<file path="src/rtl/control_unit.sv">
// Hardwired Mini-SRC control sequencer: fetch T0-T2, an opcode-specific T3-T7 sequence, then back to T0.
// Outputs are a Moore decode of the registered step and the opcode latched on entry to T3.
module control_unit #(
    parameter int MEM_WAIT = 0
) (
    input  logic        Clock,
    input  logic        Clear,
    input  logic [31:0] IR,
    input  logic        CON_ff,
    input  logic        Stop,
    output logic        IncPC,
    output logic        PC_enable,
    output logic        PCout,
    output logic        MAR_enable,
    output logic        MDR_enable,
    output logic        MDR_read,
    output logic        MDRout,
    output logic        IR_enable,
    output logic        RAM_write,
    output logic        Gra,
    output logic        Grb,
    output logic        Grc,
    output logic        R_in,
    output logic        R_out,
    output logic        BAout,
    output logic        Cout,
    output logic        Y_enable,
    output logic        ZLowIn,
    output logic        ZHighIn,
    output logic        ZLowout,
    output logic        ZHighout,
    output logic        HI_enable,
    output logic        LO_enable,
    output logic        HIout,
    output logic        LOout,
    output logic        InPortout,
    output logic        OutPort_enable,
    output logic        CON_enable,
    output logic [4:0]  alu_op,
    output logic        Run
);

    typedef enum logic [3:0] {T0, T1, T2, T3, T4, T5, T6, T7, HALT} step_t;

    localparam logic [4:0] OP_LD   = 5'b00000, OP_LDI  = 5'b00001, OP_ST   = 5'b00010;
    localparam logic [4:0] OP_ADD  = 5'b00011, OP_SUB  = 5'b00100, OP_AND  = 5'b00101;
    localparam logic [4:0] OP_OR   = 5'b00110, OP_ADDI = 5'b01100, OP_MUL  = 5'b01111;
    localparam logic [4:0] OP_DIV  = 5'b10000, OP_BR   = 5'b10011, OP_JR   = 5'b10100;
    localparam logic [4:0] OP_IN   = 5'b10101, OP_OUT  = 5'b10110, OP_MFHI = 5'b10111;
    localparam logic [4:0] OP_MFLO = 5'b11000, OP_HALT = 5'b11010;
    localparam logic [1:0] WAIT_LAST = 2'(MEM_WAIT);

    step_t      state, state_next, end_target;
    logic [4:0] opcode;
    logic [1:0] wait_cnt, wait_cnt_next;
    logic       active;
    logic       stop_req;
    logic       mem_done;
    logic       ir_unused;

    assign ir_unused = ^IR[26:0];
    assign mem_done  = (wait_cnt == WAIT_LAST);
    // A Stop pulse seen at any edge is held until the current instruction finishes.
    assign end_target = (Stop || stop_req) ? HALT : T0;

    function automatic logic has_steps(input logic [4:0] op);
        case (op)
            OP_LD, OP_LDI, OP_ST, OP_ADD, OP_SUB, OP_AND, OP_OR, OP_ADDI, OP_MUL, OP_DIV,
            OP_BR, OP_JR, OP_IN, OP_OUT, OP_MFHI, OP_MFLO, OP_HALT: has_steps = 1'b1;
            default:                                                 has_steps = 1'b0;
        endcase
    endfunction

    function automatic logic is_last(input logic [4:0] op, input step_t st);
        case (op)
            OP_ADD, OP_SUB, OP_AND, OP_OR, OP_ADDI, OP_LDI: is_last = (st == T5);
            OP_LD, OP_ST:                                   is_last = (st == T7);
            OP_MUL, OP_DIV, OP_BR:                          is_last = (st == T6);
            default:                                        is_last = (st == T3);
        endcase
    endfunction

    // active stays low until the first edge after Clear releases, so reset shows all-zero outputs.
    always_ff @(posedge Clock or negedge Clear) begin
        if (!Clear) begin
            state    <= T0;
            wait_cnt <= 2'd0;
            opcode   <= 5'd0;
            active   <= 1'b0;
            stop_req <= 1'b0;
        end else begin
            state    <= state_next;
            wait_cnt <= wait_cnt_next;
            active   <= 1'b1;
            if (Stop && active)
                stop_req <= 1'b1;
            if (state == T2 && state_next == T3)
                opcode <= IR[31:27];
        end
    end

    always_comb begin
        state_next    = state;
        wait_cnt_next = 2'd0;
        if (!active) begin
            state_next = T0;
        end else begin
            case (state)
                T0: state_next = T1;
                T1: begin
                    if (mem_done) state_next = T2;
                    else          wait_cnt_next = wait_cnt + 2'd1;
                end
                T2: state_next = has_steps(IR[31:27]) ? T3 : end_target;
                T3, T4, T5, T6, T7: begin
                    if (opcode == OP_HALT)
                        state_next = HALT;
                    else if (state == T6 && opcode == OP_LD && !mem_done)
                        wait_cnt_next = wait_cnt + 2'd1;
                    else if (is_last(opcode, state))
                        state_next = end_target;
                    else begin
                        case (state)
                            T3:      state_next = T4;
                            T4:      state_next = T5;
                            T5:      state_next = T6;
                            default: state_next = T7;
                        endcase
                    end
                end
                default: state_next = HALT;
            endcase
        end
    end

    // T0 drives the ALU in increment mode via IncPC, so alu_op stays 0 there.
    always_comb begin
        IncPC = 1'b0; PC_enable = 1'b0; PCout = 1'b0; MAR_enable = 1'b0; MDR_enable = 1'b0;
        MDR_read = 1'b0; MDRout = 1'b0; IR_enable = 1'b0; RAM_write = 1'b0;
        Gra = 1'b0; Grb = 1'b0; Grc = 1'b0; R_in = 1'b0; R_out = 1'b0; BAout = 1'b0; Cout = 1'b0;
        Y_enable = 1'b0; ZLowIn = 1'b0; ZHighIn = 1'b0; ZLowout = 1'b0; ZHighout = 1'b0;
        HI_enable = 1'b0; LO_enable = 1'b0; HIout = 1'b0; LOout = 1'b0;
        InPortout = 1'b0; OutPort_enable = 1'b0; CON_enable = 1'b0;
        alu_op = 5'd0;
        Run    = active && (state != HALT);
        if (active) begin
            case (state)
                T0: begin PCout = 1'b1; MAR_enable = 1'b1; IncPC = 1'b1; ZLowIn = 1'b1; end
                T1: begin MDR_read = 1'b1; MDR_enable = 1'b1; ZLowout = 1'b1; PC_enable = mem_done; end
                T2: begin MDRout = 1'b1; IR_enable = 1'b1; end
                T3: begin
                    case (opcode)
                        OP_ADD, OP_SUB, OP_AND, OP_OR, OP_ADDI:
                                  begin Grb = 1'b1; R_out = 1'b1; Y_enable = 1'b1; end
                        OP_LDI, OP_LD, OP_ST:
                                  begin Grb = 1'b1; BAout = 1'b1; Y_enable = 1'b1; end
                        OP_MUL, OP_DIV:
                                  begin Gra = 1'b1; R_out = 1'b1; Y_enable = 1'b1; end
                        OP_BR:    begin Gra = 1'b1; R_out = 1'b1; CON_enable = 1'b1; end
                        OP_JR:    begin Gra = 1'b1; R_out = 1'b1; PC_enable = 1'b1; end
                        OP_IN:    begin Gra = 1'b1; R_in = 1'b1; InPortout = 1'b1; end
                        OP_OUT:   begin Gra = 1'b1; R_out = 1'b1; OutPort_enable = 1'b1; end
                        OP_MFHI:  begin Gra = 1'b1; R_in = 1'b1; HIout = 1'b1; end
                        OP_MFLO:  begin Gra = 1'b1; R_in = 1'b1; LOout = 1'b1; end
                        default: ;
                    endcase
                end
                T4: begin
                    case (opcode)
                        OP_ADD, OP_SUB, OP_AND, OP_OR:
                            begin Grc = 1'b1; R_out = 1'b1; ZLowIn = 1'b1; alu_op = opcode; end
                        OP_ADDI, OP_LDI, OP_LD, OP_ST:
                            begin Cout = 1'b1; ZLowIn = 1'b1; alu_op = OP_ADD; end
                        OP_MUL, OP_DIV:
                            begin Grb = 1'b1; R_out = 1'b1; ZLowIn = 1'b1; ZHighIn = 1'b1; alu_op = opcode; end
                        OP_BR:
                            begin PCout = 1'b1; Y_enable = 1'b1; end
                        default: ;
                    endcase
                end
                T5: begin
                    case (opcode)
                        OP_ADD, OP_SUB, OP_AND, OP_OR, OP_ADDI, OP_LDI:
                                        begin ZLowout = 1'b1; Gra = 1'b1; R_in = 1'b1; end
                        OP_LD, OP_ST:   begin ZLowout = 1'b1; MAR_enable = 1'b1; end
                        OP_MUL, OP_DIV: begin ZLowout = 1'b1; LO_enable = 1'b1; end
                        OP_BR:          begin Cout = 1'b1; ZLowIn = 1'b1; alu_op = OP_ADD; end
                        default: ;
                    endcase
                end
                T6: begin
                    case (opcode)
                        OP_LD:          begin MDR_read = 1'b1; MDR_enable = 1'b1; end
                        OP_ST:          begin Gra = 1'b1; R_out = 1'b1; MDR_enable = 1'b1; end
                        OP_MUL, OP_DIV: begin ZHighout = 1'b1; HI_enable = 1'b1; end
                        OP_BR:          begin ZLowout = 1'b1; PC_enable = CON_ff; end
                        default: ;
                    endcase
                end
                T7: begin
                    case (opcode)
                        OP_LD:   begin MDRout = 1'b1; Gra = 1'b1; R_in = 1'b1; end
                        OP_ST:   RAM_write = 1'b1;
                        default: ;
                    endcase
                end
                default: ;
            endcase
        end
    end

endmodule

</file>
<file path="config.mk">
export PLATFORM = sky130hd
export DESIGN_NAME = control_unit
export DESIGN_NICKNAME = d
export VERILOG_FILES = /design/src/rtl/control_unit.sv
export SDC_FILE = /design/constraint.sdc
export NUM_CORES = 1
export LEC_CHECK = 0
export CORE_UTILIZATION = 45
export CTS_BUF_LIST = sky130_fd_sc_hd__clkbuf_16
export DETAILED_ROUTE_END_ITERATION = 8
export PLACE_DENSITY = 0.91
export SYNTH_ARGS = -nofsm -noshare
export SYNTH_HDL_FRONTEND = slang
export SYNTH_SLANG_ARGS = --single-unit
</file>
<file path="constraint.sdc">
create_clock -name Clock -period 3.2 [get_ports Clock]
set_input_delay 0.48 -clock Clock [delete_from_list [all_inputs] [get_ports Clock]]
set_output_delay 0.48 -clock Clock [all_outputs]
set_load 0.1 [all_outputs]
</file>
==> Word-level counts from Yosys, hierarchy flattened <==
Memories as Yosys holds them, arrays and structs flattened.
Index checks and enable logic that the tools add are counted.
Widths: inputs -> output; s select.
{ "op_classes": {"reduce_logical": 24, "n_eq_ne": 25, "muxes": 100, "addsub": 1} }
{ "ops": {"columns": ["cell", "n"], "rows": [
  ["$mux 1", 67],
  ["$eq 5x5->1 const B", 8],
  ["$mux 4", 7],
  ["$pmux 5 s2", 2],
  ["$reduce_or 10->1", 2],
  ["$pmux 1 s3", 6],
  ["$eq 4x3->1 const B", 4],
  ["$pmux 1 s2", 8],
  ["$pmux 4 s4", 1],
  ["$reduce_or 8->1", 2],
  ["$eq 5x3->1 const B", 3],
  ["$eq 4x2->1 const B", 3],
  ["$reduce_or 6->1", 2],
  ["$eq 5x2->1 const B", 2],
  ["$eq 5x4->1 const B", 2],
  ["$mux 2", 5],
  ["$reduce_or 3->1", 3],
  ["$reduce_or 4->1", 2],
  ["$pmux 2 s3", 1],
  ["$eq 5x1->1 const B", 1],
  ["$logic_and 1x1->1", 5],
  ["$logic_not 5->1", 1],
  ["$mux 5", 1],
  ["$reduce_or 5->1", 1],
  ["other kinds (10)", 11]
]} }
{ "word_totals": {"memories": 1, "romBits": 32, "ff_bits": 13, "out_inout_bits": 34, "wordCells": 156, "inputBits": 36} }
{ "mem_list": {"columns": ["name", "depth", "width", "read_ports", "rd_ports_with_merged_regs", "write_ports", "line", "text"], "rows": [
  ["(no name shown)", 32, 1, 1, 0, 0, "67", "case (op)"]
]} }

==> Logic depth before layout (Yosys ltp) <==
Gate-level depths: netlist (run 1).
{ "depth": {"ltp_word": 14, "mapped_depth": 8, "mapped_depth_nobuf": 7} }

==> Worst setup path after synthesis (run 1) <==
OpenSTA, ideal clock, no wires.
{ "synth_timing": {"kind": "register to output", "start": "register opcode[2]", "end": "output RAM_write", "stages_incl_launch_ff": 4, "setup_slack_ns": -1.295, "arrival_ns": 4.015, "path_buffers": 0, "required_ns": 2.720, "cell_sequence": "dfrtp_1 or2_1 nor2_2 nor4b_1"} }
{ "synth_via": {"elab_chain_cells": 4} }
{ "synth_lines": {"columns": ["element", "line", "text"], "rows": [
  ["start, declared", "54", "logic [4:0] opcode;"],
  ["start signal, assigned", "98", "opcode <= IR[31:27];"],
  ["$eq 5x2->1", "201", "case (opcode)"],
  ["$mux 1", "201", null],
  ["$mux 1", "147", "case (state)"],
  ["$mux 1", "146", "if (active) begin"],
  ["end, declared", "19", "output logic RAM_write,"]
]} }
Every way passes these cells.

==> Final worst setup path (run 1) <==
{ "layout_timing": {"start": "register opcode[3]", "end": "output alu_op[1]"} }
{ "layout_via": {"elab_chain_cells": 5} }
{ "layout_lines": {"columns": ["element", "line", "text"], "rows": [
  ["$eq 5x4->1 (tied with other cells)", "169", "case (opcode)"],
  ["$reduce_or 6->1 (no line) / $reduce_or 4->1 (equally long branches)", null, null],
  ["$pmux 5 s2", "169", null],
  ["$pmux 5 s2 *", "147", null],
  ["$mux 5 *", "146", null],
  ["end, declared", "39", "output logic [4:0] alu_op,"]
]} }
Every way passes the cells marked *; elsewhere a longest branch is shown, timed or not.

==> results of run 1 <==
path summary, 6_finish.rpt:
| check | from | end | slack, ns | depth (start not counted) |
|---|---|---|---|---|
| min in group asynchronous | Clear | wait_cnt[1] | 0.62 | 1 |
| min | stop_req | stop_req | 0.47 | 1 |
| max | opcode[3] | alu_op[1] | 0.37 | 7 |
| max reg2reg | opcode[0] | state[3] | 1.03 | 7 |
| min reg2reg | stop_req | stop_req | 0.47 | 1 |
| max in group asynchronous | Clear | opcode[4] | 2.21 | 1 |
registers in the layout, indices dropped and copies added (netlist names):
name and count:
opcode 5, wait_cnt 2, state 4, active 1, stop_req 1
kinds of logic after synthesis:
logic type / after synthesis / share of synthesized area
DFF: 13 / 0.216
buffers and inverters: 23 / 0.0738
other: 1 / 0.00249
adders and majority gates: 3 / 0.0249
muxes: 6 / 0.0439
AOI/OAI and AO/OA: 60 / 0.271
and+or+nand+nor: 107 / 0.362
xor gates and xnor gates: 1 / 0.00581
final cells by class:
cell class / instances / area (sq um)
Multi-Input combinational cell: 178 / 1110
Fill cell: 260 / 1040
Timing Repair Buffer: 47 / 473
Sequential cell: 13 / 325
Clock buffer: 3 / 75.1
Tap cell: 44 / 55.1
Inverter: 10 / 40.0
Clock inverter: 1 / 3.75
power by group through the flow:
stage	logic, mW	registers [mW]	clock network, mW
finish	1.34	0.363	0.225
global route	1.43	0.377	0.237
CTS	1.32	0.357	0.230
detailed placement	1.32	0.360	0
global placement	1.30	0.355	0
floorplan	1.12	0.257	0
per-stage QoR:
step                      area, sq um  TNS [ns]
after global placement           2010         0
after detailed placement         2010         0
final                            2090         0
after global routing             2090         0
after floorplan                  1550    -0.430
after CTS                        2090         0
synthesized netlist by cell type (3+ instances only):
cell type                  instances
sky130_fd_sc_hd__nor2_1           34
sky130_fd_sc_hd__nand2_1          19
sky130_fd_sc_hd__dfrtp_1          13
sky130_fd_sc_hd__a21oi_1          11
sky130_fd_sc_hd__nor3_1           10
sky130_fd_sc_hd__o21ai_0          10
sky130_fd_sc_hd__buf_2             9
sky130_fd_sc_hd__nand2b_1          9
sky130_fd_sc_hd__inv_1             8
sky130_fd_sc_hd__o21ai_1           7
sky130_fd_sc_hd__nand3_1           6
sky130_fd_sc_hd__a31oi_1           5
sky130_fd_sc_hd__and2_1            5
sky130_fd_sc_hd__mux2_1            4
sky130_fd_sc_hd__a211oi_1          3
sky130_fd_sc_hd__and3_1            3
sky130_fd_sc_hd__ha_1              3
sky130_fd_sc_hd__nor2b_1           3
layer usage:
metal  global-route usage  wire, microns  vias to the layer above
li1                     -              -                      850
met1                0.360           1810                      799
met2                0.413           2080                      111
met3              0.00649            360                        6
met4               0.0831             43                        0
met5                    0              0                        -
worst max-delay path, cell delays in order, from the launching register on:
cell and delay (ns):
sky130_fd_sc_hd__dfrtp_1 0.53, sky130_fd_sc_hd__nor2_1 0.28, sky130_fd_sc_hd__nand3_1 0.22, sky130_fd_sc_hd__or3_1 0.42, sky130_fd_sc_hd__o21ai_1 0.10, sky130_fd_sc_hd__o21ai_1 0.12
sky130_fd_sc_hd__a31oi_2 0.23, sky130_fd_sc_hd__buf_12 0.21
==> flow_summary.yaml, run 1 <==
run_status:
  run_status: "completed"
floorplan:
  fp-row-count: 20
  core_area_sq_um: 3130
  vert_die_dim_microns: 59.9
  floorplan.die.width_microns: 59.9
  die_area_sq_um: 3590
  initial_utilization: 0.482
  io-pin-count: 70
power_and_ir_drop:
  p_sw_frac: 0.589
  power-per-cell-area_nw_per_um2: 924
  p_int_mw: 0.791
  power_mw: 1.93
  power.leakage_nw: 0.861
  clkPwrFrac: 0.117
  power.share.sequential: 0.188
  part_of_the_power_in_combinational_logic: 0.695
  total_switching_power_mw: 1.14
  max-vdd-ir-drop_mv: 0.690
timing:
  timing.max_slew.rel_slack: 0.609
  tcrit_tclk_final: 0.884
  slew_viol_final: 0
  report.final.setup_viol: 0
  worstMarginPinSlew_ns: 0.582
  post-route-min-period_ns: 2.83
  final-hold-violation-count: 0
  rsz_0062_raised_after_global_routing: "no"
  final_hold_slack_ns: 0.466
  fmax_mhz: 354
  post-route-worst-setup-slack_ns: 0.371
  fin_skew_ns: 0.000756
synth:
  synthesis.area_per_instance_sq_um: 7.05
  synth.yosys.seq_area_share: 0.216
  synthesis.yosys.warnings: 0
  yosys_most_used_dff: "sky130_fd_sc_hd__dfrtp_1"
  yosys_register_bits: 13
  mappedNetlistNets: 253
  synth.distinct_cells: 62
  syn-cell-area_sq_um: 1510
  post_synth_main_area_contributors: "sky130_fd_sc_hd__dfrtp_1, sky130_fd_sc_hd__nor2_1, sky130_fd_sc_hd__nand2_1"
  postSynthCellCount: 214
  synth-edff-count: 0
  synth.top_cell.area_share: 0.216
  proportion_of_register_bits_with_asynchronous_set_or_reset_after_synthesis: 1.00
  synth_top_cell_by_area: "sky130_fd_sc_hd__dfrtp_1"
drt:
  detail_route.iter0.violations: 229
  vias: 1766
  dr.pass1.iters: 5
  drc: 0
  viasPerCell: 5.97
  drt_wl_total_mm: 4.29
  wire_per_inst_microns: 14.5
  final_antenna_net_count: 0
global_routing:
  grt.overflow.total: 0
  largest_net_degree_at_the_start_of_global_routing: 17
  grt_pass1_vias: 1495
  grtUsageTotal: 0.253
  grt_first_pass_wirelength_mm: 7.06
  antenna_found_initial: 0
place:
  place.port_buffers: 42
  gpl.final_weighted_congestion: 0.984
  post-dp-hpwl_mm: 3.39
  place_worst_setup_slack_ns: 0.637
  place_inst: 292
clocking:
  insertion_delay_ns: 0.23
  clkSinkCount: 13
  cts_buffers: 3
  post_cts_resize_count: 0
  cts_setup_buffers: 0
  maximum_count_of_clock_buffers_along_a_single_path: 2
  post_cts_hold_buffer_count: 0
  reg_clk_slew_reported_paths_ns: 0.04
  cts.htree.levels: 1
  root_buffer: "sky130_fd_sc_hd__clkbuf_16"
  cts_tree: "built"
setup_path:
  critPathMaxFanout: 16
  critical_path.endpoint_type: "output port"
  worst_ep_arrival_time_ns: 2.35
  kind_of_critical_path: "reg -> out"
  start_kind: "register"
  worstPathRequired_ns: 2.72
worst_hold_path:
  hold_class: "reg -> reg"
cells_and_area:
  area.growth.synth_to_final_pct: 38.2
  nets_final: 292
  drive_gt1_frac: 0.238
  final_core_utilization: 0.667
  final_cell_mix: "sky130_fd_sc_hd__nor2_1, sky130_fd_sc_hd__buf_4, sky130_fd_sc_hd__nand2_1"
  post_layout_nonfiller_instances: 296
  final_common_cell: "sky130_fd_sc_hd__nor2_1"
  n_antenna_cell: 0
job:
  max_cap_viol_count: 0
Note: power is estimated with default switching activity, not from simulation.
==> run 2, diff against run 1 <==
- CAP_MARGIN: default -> 20
- SLEW_MARGIN: default -> 5
==> results of run 2 <==
Final layout, timing and power as in run 1 (identical DEF).
==> run 3, diff against run 2 <==
- CTS_CLUSTER_SIZE: default -> 10
==> results of run 3 <==
Final layout, timing and power as in run 1 (identical DEF).
==> RTL change 1, RTL diff (settings of run 2) <==
Register the inputs `IR`, `CON_ff` and `Stop` before use, without a reset. The logic sees them one clock later.
--- a/src/rtl/control_unit.sv
+++ b/src/rtl/control_unit.sv
@@ -50,6 +50,16 @@
     localparam logic [4:0] OP_MFLO = 5'b11000, OP_HALT = 5'b11010;
     localparam logic [1:0] WAIT_LAST = 2'(MEM_WAIT);
 
+    logic [31:0] IR_q;
+    logic CON_ff_q;
+    logic Stop_q;
+
+    always_ff @(posedge Clock) begin
+        IR_q     <= IR;
+        CON_ff_q <= CON_ff;
+        Stop_q   <= Stop;
+    end
+
     step_t      state, state_next, end_target;
     logic [4:0] opcode;
     logic [1:0] wait_cnt, wait_cnt_next;
@@ -58,10 +68,10 @@
     logic       mem_done;
     logic       ir_unused;
 
-    assign ir_unused = ^IR[26:0];
+    assign ir_unused = ^IR_q[26:0];
     assign mem_done  = (wait_cnt == WAIT_LAST);
     // A Stop pulse seen at any edge is held until the current instruction finishes.
-    assign end_target = (Stop || stop_req) ? HALT : T0;
+    assign end_target = (Stop_q || stop_req) ? HALT : T0;
 
     function automatic logic has_steps(input logic [4:0] op);
         case (op)
@@ -92,10 +102,10 @@
             state    <= state_next;
             wait_cnt <= wait_cnt_next;
             active   <= 1'b1;
-            if (Stop && active)
+            if (Stop_q && active)
                 stop_req <= 1'b1;
             if (state == T2 && state_next == T3)
-                opcode <= IR[31:27];
+                opcode <= IR_q[31:27];
         end
     end
 
@@ -111,7 +121,7 @@
                     if (mem_done) state_next = T2;
                     else          wait_cnt_next = wait_cnt + 2'd1;
                 end
-                T2: state_next = has_steps(IR[31:27]) ? T3 : end_target;
+                T2: state_next = has_steps(IR_q[31:27]) ? T3 : end_target;
                 T3, T4, T5, T6, T7: begin
                     if (opcode == OP_HALT)
                         state_next = HALT;
@@ -193,7 +203,7 @@
                         OP_LD:          begin MDR_read = 1'b1; MDR_enable = 1'b1; end
                         OP_ST:          begin Gra = 1'b1; R_out = 1'b1; MDR_enable = 1'b1; end
                         OP_MUL, OP_DIV: begin ZHighout = 1'b1; HI_enable = 1'b1; end
-                        OP_BR:          begin ZLowout = 1'b1; PC_enable = CON_ff; end
+                        OP_BR:          begin ZLowout = 1'b1; PC_enable = CON_ff_q; end
                         default: ;
                     endcase
                 end
Behaviour: not the same (Yosys sat finds a counterexample within 10 cycles, from zero or initial values).
==> RTL change 1 against run 2 <==
  * Fmax fell by 6.3%
  * Final area increased by 21%
  * Sequential share of layout area grew 3.7 points
  * Sequential power rose by 36%
  * Routed wire length is 20% higher
  * Setup slack lost 0.19 ns
  * Synthesized area increased by 16%
  * Clock power increased by 12%
  * Power rose by 15%
  * Highest routed layer unchanged
  * Count of clock-buffer cells in the layout unchanged
  * Critical path depth is the same
  * Global-route usage up 1.5 points
  * Sequential cell count increased by 8
  * Via count grew 8.3%
==> RTL change 1: results (changes against run 2) <==
- Outcome: finished clean (unchanged).
- The worst-margin pin slew is 0.637 ns (was 0.582 ns).
- The fraction of cell area in non-clock buffers is 0.263 (was 0.227).
- The detailed-router iteration count before antenna repair is 4 (was 5).
- The setup skew after layout is 0.00157 ns (was 0.000756 ns).
- The number of nets in the synthesized netlist is 272 (was 253).
- The later-pin clock latency in the skew report was 0.25 ns (was 0.23 ns).
- The static leakage is 1.01 nW (was 0.861 nW).
- The fraction of power consumed by combinational cells is 0.662 (was 0.695).
- The routed metal-1 wire length is 2.07 mm (was 1.81 mm).
- Biggest regs: IR_q (5), opcode (5), state (4) (was opcode (5), state (4), wait_cnt (2)).
- The biggest fanout along the worst timing path came to 12 (was 16).
- The total global routing track utilization came to 0.268 (was 0.253).
- The largest net degree at the start of global routing came to 19 (was 17).
- The routed wire length on met3 is 367 um (was 360 um).
- The share of the yosys chip area belonging to registers is 0.278 (was 0.216).
- The maximum cell stage delay along the critical path is 0.50 ns (was 0.53 ns).
- The met2 layer wire length in the routed design is 2.57 mm (was 2.08 mm).
- The met2 demand-to-capacity share in global routing came to 0.447 (was 0.413).
- The distinct cell type count after synthesis is 53 (was 62).
- The worst reg2reg path depth is 5 (was 7).
- The detailed placement HPWL is 3.76 mm (was 3.39 mm).
- The flip-flop and latch count is 21 (was 13).
- The largest vdd supply drop came to 710 uV (was 690 uV).
- The global routing met1 resource utilization is 0.347 (was 0.360).
- The count of nets after finishing is 306 (was 292).
- The post-synthesis cell area is 0.00175 mm2 (was 0.00151 mm2).
-- RTL change 1: kinds of logic (layout without fill, tap and decap cells) --
family | Yosys count | count (layout)
AOI/OAI and AO/OA | 57 | 57
xor gates and xnor gates | 2 | 2
adders and majority gates | 3 | 3
buffers and inverters | 30 | 63
DFF | 21 | 21
muxes | 7 | 7
other | 1 | 1
and+or+nand+nor | 112 | 112
-- RTL change 1: worst paths after layout --
kind / end / slack, ns / start
max in group asynchronous: opcode[3] / 2.20 / Clear
worst max register to register: state[2] / 0.95 / opcode[2]
worst max-delay path: ZLowIn / 0.18 / opcode[2]
min in group asynchronous: state[2] / 0.59 / Clear
worst min register to register: opcode[3] / 0.47 / IR_q[30]
worst min-delay path: opcode[3] / 0.47 / IR_q[30]
-- RTL change 1: per-stage QoR --
step / std cells / util
after global routing: 314 / 0.684
final: 314 / 0.684
after global placement: 310 / 0.662
after CTS: 314 / 0.684
after floorplan: 233 / -
after detailed placement: 310 / 0.662
